File: config.mk
export PLATFORM = sky130hd
export DESIGN_NAME = sign_magnitude_lut_writer_flat
export DESIGN_NICKNAME = d
export VERILOG_FILES = /design/src/rtl/sign_magnitude_lut_writer_if.sv /design/src/rtl/sign_magnitude_lut_writer.sv /design/src/flat_wrapper.sv
export SDC_FILE = /design/constraint.sdc
export NUM_CORES = 1
export LEC_CHECK = 0
export CORE_MARGIN = 8
export CORE_UTILIZATION = 50
export CTS_BUF_LIST = sky130_fd_sc_hd__clkbuf_8
export DETAILED_ROUTE_END_ITERATION = 16
export DONT_BUFFER_PORTS = 1
export GPL_TIMING_DRIVEN = 0
export HOLD_SLACK_MARGIN = 0.12
export PLACE_DENSITY = 0.67
export RECOVER_POWER = 25
export SYNTH_ARGS = -nofsm -noshare
export SYNTH_HDL_FRONTEND = slang
export SYNTH_SLANG_ARGS = --single-unit
export TNS_END_PERCENT = 5
File: constraint.sdc
create_clock -name clk -period 16.39 [get_ports clk]
set_input_delay 3.278 -clock clk [delete_from_list [all_inputs] [get_ports clk]]
set_output_delay 3.278 -clock clk [all_outputs]
set_load 0.05 [all_outputs]
File: src/rtl/sign_magnitude_lut_writer_if.sv
// Lookup channel between a requester and the sign-magnitude LUT writer.
//   req_valid/req_ready : request handshake. The transfer happens when both are high.
//   a, b                : sign-magnitude operands (MSB is the sign).
//   rsp_valid           : one-cycle pulse carrying sum/overflow for an accepted request.
//   sum, overflow       : registered result. Both hold their value between responses.
// The master modport is the requester side; the slave modport is the LUT side.
interface sign_magnitude_lut_writer_if #(
  parameter int unsigned DATA_WIDTH = 4
);
  logic                  req_valid;
  logic                  req_ready;
  logic [DATA_WIDTH-1:0] a;
  logic [DATA_WIDTH-1:0] b;
  logic                  rsp_valid;
  logic [DATA_WIDTH-1:0] sum;
  logic                  overflow;

  modport master (
    output req_valid, a, b,
    input  req_ready, rsp_valid, sum, overflow
  );

  modport slave (
    input  req_valid, a, b,
    output req_ready, rsp_valid, sum, overflow
  );
endinterface

File: src/rtl/sign_magnitude_lut_writer.sv
// Self-initialising sign-magnitude adder table.
//
// After reset, and on every start_build request, the FSM writes all 2**ADDR_WIDTH entries
// {overflow,sum} into a single-port RAM. It then serves {a,b} lookups with a one-cycle
// registered response.
//
// Ports:
//   clk         : clock, rising edge.
//   reset       : synchronous, active-high reset.
//   start_build : rebuild request. It is only acted on while serving.
//   busy        : high while the table is being built.
//   done        : one-cycle pulse when a build completes.
//   lut         : lookup channel (req_valid/req_ready/a/b in, rsp_valid/sum/overflow out).
module sign_magnitude_lut_writer #(
  parameter int unsigned DATA_WIDTH = 4,
  parameter int unsigned ADDR_WIDTH = 2 * DATA_WIDTH
) (
  input  logic                         clk,
  input  logic                         reset,
  input  logic                         start_build,
  output logic                         busy,
  output logic                         done,
  sign_magnitude_lut_writer_if.slave   lut
);

  localparam int unsigned MagW  = DATA_WIDTH - 1;
  localparam int unsigned Depth = 2 ** ADDR_WIDTH;

  typedef enum logic [0:0] {StBuild, StServe} state_e;

  state_e                  state_q, state_d;
  logic [ADDR_WIDTH-1:0]   cnt_q, cnt_d;
  logic                    done_q, done_d;
  logic                    rsp_valid_q, rsp_valid_d;
  logic [DATA_WIDTH-1:0]   sum_q, sum_d;
  logic                    ovf_q, ovf_d;

  // Single-port table: one shared address, written only in build and read only in serve.
  logic [DATA_WIDTH:0]     mem [Depth];
  logic [ADDR_WIDTH-1:0]   mem_addr;
  logic                    mem_we;
  logic [DATA_WIDTH:0]     mem_wdata;
  logic [DATA_WIDTH:0]     mem_rdata;

  // Entry generator: the counter is decoded as {a,b}.
  logic                    sa, sb, ent_sign, ent_ovf;
  logic [MagW-1:0]         ma, mb, ent_mag;
  logic [MagW:0]           mag_add;

  always_comb begin
    sa       = cnt_q[ADDR_WIDTH-1];
    ma       = cnt_q[ADDR_WIDTH-2:DATA_WIDTH];
    sb       = cnt_q[DATA_WIDTH-1];
    mb       = cnt_q[DATA_WIDTH-2:0];
    mag_add  = {1'b0, ma} + {1'b0, mb};
    ent_mag  = '0;
    ent_sign = 1'b0;
    ent_ovf  = 1'b0;
    if (sa == sb) begin
      ent_sign = sa;
      // A carry out of the magnitude field means the sum is past the largest magnitude.
      if (mag_add[MagW]) begin
        ent_mag = '1;
        ent_ovf = 1'b1;
      end else begin
        ent_mag = mag_add[MagW-1:0];
      end
    end else if (ma > mb) begin
      ent_mag  = ma - mb;
      ent_sign = sa;
    end else if (mb > ma) begin
      ent_mag  = mb - ma;
      ent_sign = sb;
    end
    // Never produce -0.
    if (ent_mag == '0) begin
      ent_sign = 1'b0;
    end
    mem_wdata = {ent_ovf, ent_sign, ent_mag};
  end

  always_ff @(posedge clk) begin
    if (mem_we) begin
      mem[mem_addr] <= mem_wdata;
    end
  end

  assign mem_rdata = mem[mem_addr];

  always_comb begin
    state_d       = state_q;
    cnt_d         = cnt_q;
    done_d        = 1'b0;
    rsp_valid_d   = 1'b0;
    sum_d         = sum_q;
    ovf_d         = ovf_q;
    mem_we        = 1'b0;
    mem_addr      = {lut.a, lut.b};
    lut.req_ready = 1'b0;
    unique case (state_q)
      StBuild: begin
        mem_we   = !reset;
        mem_addr = cnt_q;
        cnt_d    = cnt_q + ADDR_WIDTH'(1);
        if (cnt_q == '1) begin
          state_d = StServe;
          done_d  = 1'b1;
        end
      end
      StServe: begin
        lut.req_ready = !start_build;
        if (start_build) begin
          state_d = StBuild;
          cnt_d   = '0;
        end else if (lut.req_valid) begin
          rsp_valid_d    = 1'b1;
          {ovf_d, sum_d} = mem_rdata;
        end
      end
      default: begin
        state_d = StBuild;
        cnt_d   = '0;
      end
    endcase
  end

  always_ff @(posedge clk) begin
    if (reset) begin
      state_q     <= StBuild;
      cnt_q       <= '0;
      done_q      <= 1'b0;
      rsp_valid_q <= 1'b0;
      sum_q       <= '0;
      ovf_q       <= 1'b0;
    end else begin
      state_q     <= state_d;
      cnt_q       <= cnt_d;
      done_q      <= done_d;
      rsp_valid_q <= rsp_valid_d;
      sum_q       <= sum_d;
      ovf_q       <= ovf_d;
    end
  end

  assign busy         = (state_q == StBuild);
  assign done         = done_q;
  assign lut.rsp_valid = rsp_valid_q;
  assign lut.sum       = sum_q;
  assign lut.overflow  = ovf_q;

endmodule

File: src/flat_wrapper.sv
// flat-port wrapper written by rule: the top's interface ports become plain ports
module sign_magnitude_lut_writer_flat 
#(
  parameter int unsigned DATA_WIDTH = 4,
  parameter int unsigned ADDR_WIDTH = 2 * DATA_WIDTH
)
  (clk, reset, start_build, busy, done, lut_req_valid, lut_a, lut_b, lut_req_ready, lut_rsp_valid, lut_sum, lut_overflow);
  sign_magnitude_lut_writer_if #(.DATA_WIDTH(DATA_WIDTH)) lut_i ();
  input  logic clk;
  input  logic reset;
  input  logic start_build;
  output logic busy;
  output logic done;
  input wire logic [$bits(lut_i.req_valid)-1:0] lut_req_valid;
  input wire logic [$bits(lut_i.a)-1:0] lut_a;
  input wire logic [$bits(lut_i.b)-1:0] lut_b;
  output wire logic [$bits(lut_i.req_ready)-1:0] lut_req_ready;
  output wire logic [$bits(lut_i.rsp_valid)-1:0] lut_rsp_valid;
  output wire logic [$bits(lut_i.sum)-1:0] lut_sum;
  output wire logic [$bits(lut_i.overflow)-1:0] lut_overflow;
  assign lut_i.req_valid = lut_req_valid;
  assign lut_i.a = lut_a;
  assign lut_i.b = lut_b;
  assign lut_req_ready = lut_i.req_ready;
  assign lut_rsp_valid = lut_i.rsp_valid;
  assign lut_sum = lut_i.sum;
  assign lut_overflow = lut_i.overflow;
  sign_magnitude_lut_writer #(.DATA_WIDTH(DATA_WIDTH), .ADDR_WIDTH(ADDR_WIDTH)) u_core (.clk(clk), .reset(reset), .start_build(start_build), .busy(busy), .done(done), .lut(lut_i));
endmodule
==> reports/metrics.csv <==
stage,metric,value,unit
outcome,outcome,finished with violations,
outcome,failed_checks,"max-capacitance violations, max-slew violations",
final_layout,drive_above_1_share,23.2,%
sta,grt_setup_unrepaired,no,
worst_setup_path,critPathBufInv,6,
floorplanning,die_y,335,µm
drt,wl_met2,73.3,mm
synth,synth_top_family_by_area,multiplexers,
grt,gr-total-overflow,0,
synth,syn-num-nets,2544,
worst_setup_path,worstSetupPathType,register to register,
synth,synth_cells,2519,
worst_setup_path,cp-end-kind,register,
drt,drt-met1-wl,55.6,mm
floorplanning,core_area,101000,µm²
placed_design,dp_hpwl,106,mm
synth,async_flop_share,0,%
run,maxCapViolCount,20,
synth,ys_warn_count,0,
worst_setup_path,r2r_cells,12,
final_layout,final-instance-count-excl-fill,4283,
synth,ys_seq_elements,1296,
synth,yosys.area.top_type,edfxtp_1,
grt,grt_pass1_wl,223,mm
clock_tree,cts_root_buf,clkbuf_8,
drt,wl_per_cell,38.3,µm
placed_design,port_buffers,0,
clock_tree,numCtsBuffers,201,
worst_setup_path,cp_cell_sequence,clkbuf_1 > inv_1 > ha_1 > inv_1 > a21oi_1 > nor2_1 > nor2_1 > o21ai_0 > o41a_1 > clkbuf_1 > clkbuf_1 > clkbuf_1,
power,power.density,118,nW/µm²
grt,grt_max_degree,89,
floorplanning,rows,117,
sta,tightest_slew,2.50,ns
worst_setup_path,cp_num_cells,12,
sta,setup-violations-final,0,
floorplanning,die-area,112000,µm²
sta,hold_viol,0,
drt,vias,28886,
clock_tree,postCtsHoldBufs,0,
sta,finalCritPeriodShare,51.3,%
synth,synth_top_area_share,75.7,%
worst_setup_path,ff2ff_setup_slack,7.98,ns
sta,fin_crit,8.41,ns
final_layout,register_area,38800,µm²
synth,synth_edf_count,1280,
drt,dr_wl_met3,24.5,mm
worst_hold_path,hp-class,register to register,
synth,synthTopCellsByArea,"edfxtp_1 76%, mux4_2 14%, nor2_1 2.0%, a22oi_1 1.7%, nand2_1 1.0%",
grt,antenna_found_initial,7,
sta,fmax,119,MHz
floorplanning,start_util,50.1,%
sta,slew_headroom,-66.5,%
drt,drtAntennaViolNets,0,
worst_hold_path,hp-start,u_core.cnt_q[6]$_SDFFE_PP0N_,
final_layout,final_util,55.9,%
drt,drtIter0Drc,5410,
worst_setup_path,r2r-start,u_core.cnt_q[1]$_SDFFE_PP0N_,
floorplanning,die_w,335,µm
grt,grt_pass1_vias,28052,
power,p_leak,17.7,nW
synth,seq_area_frac_synth,76.3,%
sta,fin_ws,7.98,ns
final_layout,multi_input_area,11100,µm²
worst_setup_path,critical-path-max-stage-delay,1.86,ns
final_layout,final_common_cell,edfxtp_1,
drt,via_per_inst,6.74,
worst_setup_path,crit_path_end,u_core.mem[80][0]$_DFFE_PP_,
worst_setup_path,arrival,8.75,ns
clock_tree,h-tree-depth,4,
synth,synth_fa_ha_area_share,0.365,%
clock_tree,clock_sink_count,1296,
synth,synth_mux_area_share,14.2,%
placed_design,place_ws,7.81,ns
worst_setup_path,cp.required,16.74,ns
placed_design,place_congestion,0.963,
final_layout,finish.instance_area,56600,µm²
drt,firstDrtPassIters,6,
worst_setup_path,cp_top_family,buffers and inverters,
drt,post-route-drc-count,0,
synth,synth_top_flop_cell,edfxtp_1,
final_layout,layout.nets,2780,
clock_tree,clk_latency,0.91,ns
final_layout,layout_common_cells,"1,280 x edfxtp_1, 320 x mux4_2, 267 x nor2_1",
grt,grt_use_total,29.0,%
worst_setup_path,cp_max_fo,53,
sta,maxSlewViolCount,694,
drt,wl,164,mm
power,ir_drop,0.0667,mV
worst_setup_path,regToRegEndpoint,u_core.mem[80][0]$_DFFE_PP_,
final_layout,fillerInstances,7633,
synth,synth_xor_xnor_area_share,0.0517,%
clock_tree,cts_tree,done,
clock_tree,cts_buffer_depth,3,
worst_setup_path,cpMostUsedCell,clkbuf_1,
synth,synthSimpleGateAreaFrac,3.47,%
synth,synth_compound_area_share,3.70,%
floorplanning,num_io_pins,21,
worst_setup_path,slowest_stage,clkbuf_1,
worst_setup_path,startpoint_type,register,
clock_tree,cts_setup_buffers,0,
final_layout,synthToLayoutAreaGrowth,11.5,%
placed_design,placed_cell_area,53300,µm²
clock_tree,path_clk_slew,0.06,ns
sta,whs,0.632,ns
synth,synth_cell_type_count,58,
synth,synth_area,50800,µm²
placed_design,dpl.cell_count,3920,
clock_tree,post_cts_resized,0,
synth,syn_area_per_cell,20.2,µm²
drt,top_layer_used,met5,
worst_setup_path,crit_start,u_core.cnt_q[1]$_SDFFE_PP0N_,
sta,clock_skew,0.0633,ns
[registers in the layout (all words and copies together), names as in the netlist]
name                  count
u_core.mem             1280
u_core.cnt_q              8
u_core.lut.sum            4
u_core.done               1
u_core.lut.overflow       1
u_core.lut.rsp_valid      1
u_core.state_q            1
[cell usage after synthesis (3+ instances only)]
library cell,n
nand3_1,11
buf_1,10
a311oi_1,3
buf_8,3
and3_1,5
a41oi_1,24
nor2b_1,5
o32ai_1,3
o41ai_1,18
dfxtp_1,16
nor4_1,4
inv_1,14
or3_1,4
ha_1,10
o21ai_0,6
edfxtp_1,1280
nor2_1,267
mux4_2,320
clkbuf_1,82
buf_4,7
nand2_1,140
a21oi_1,67
buf_6,23
o21a_1,3
a22oi_1,113
fa_1,3
buf_2,35
[layout make-up]
type	count	area share, %
diodes	5	0.0221
multi-input cells	1047	19.7
repair buffers	33	0.767
plain buffers	161	1.61
clock inverters	154	1.41
clock buffers	204	4.96
inverters	15	0.0994
flip-flops and latches	1296	68.4
well taps	1368	3.02
[cells by family (layout without fill, tap and decap cells)]
kind of cell	after synthesis	count (layout)
multiplexers	322	322
AND/OR/NAND/NOR	446	446
AO/OA/AOI/OAI	263	263
adder cells (fa/ha/maj)	13	13
flip-flops	1296	1296
XOR/XNOR	3	3
other	0	5
buffers and inverters	176	567
[routing by layer]
layer  vias to the layer above  GRT usage (%)
met5                         -              0
met4                         6           16.0
met3                       541           9.94
met2                      2611           43.3
met1                     14828           37.4
li1                      10900              -
[worst min-delay path by stage]
stage / to / slack, ns / cells after the start
2_1_floorplan: u_core.cnt_q[6]$_SDFFE_PP0N_ / 0.54 / 2
3_3_place_gp: u_core.cnt_q[6]$_SDFFE_PP0N_ / 0.59 / 2
3_5_place_dp: u_core.cnt_q[6]$_SDFFE_PP0N_ / 0.61 / 2
4_1_cts: u_core.cnt_q[6]$_SDFFE_PP0N_ / 0.62 / 2
5_1_grt: u_core.cnt_q[6]$_SDFFE_PP0N_ / 0.66 / 2
6_report: u_core.cnt_q[6]$_SDFFE_PP0N_ / 0.63 / 2
[worst min-delay path, cell delays in order, from the launching register on]
cell and delay, ns:
dfxtp_1 0.40, o211ai_1 0.12, a21oi_1 0.07
[report_power, final]
group          leakage [nW]  total (W)  internal [W]  switching, W
registers              12.1    0.00366       0.00366    0.00000191
clock network          2.05    0.00251       0.00121       0.00129
logic                  3.63   0.000540      0.000184      0.000356
[metrics by stage]
step,power [W],TNS (ns)
3_5_place_dp,0.00426,0
6_report,0.00670,0
4_1_cts,0.00670,0
2_1_floorplan,0.00404,0
5_1_grt,0.00684,0
3_3_place_gp,0.00427,-2476.73
(Power assumes the default switching activity.)
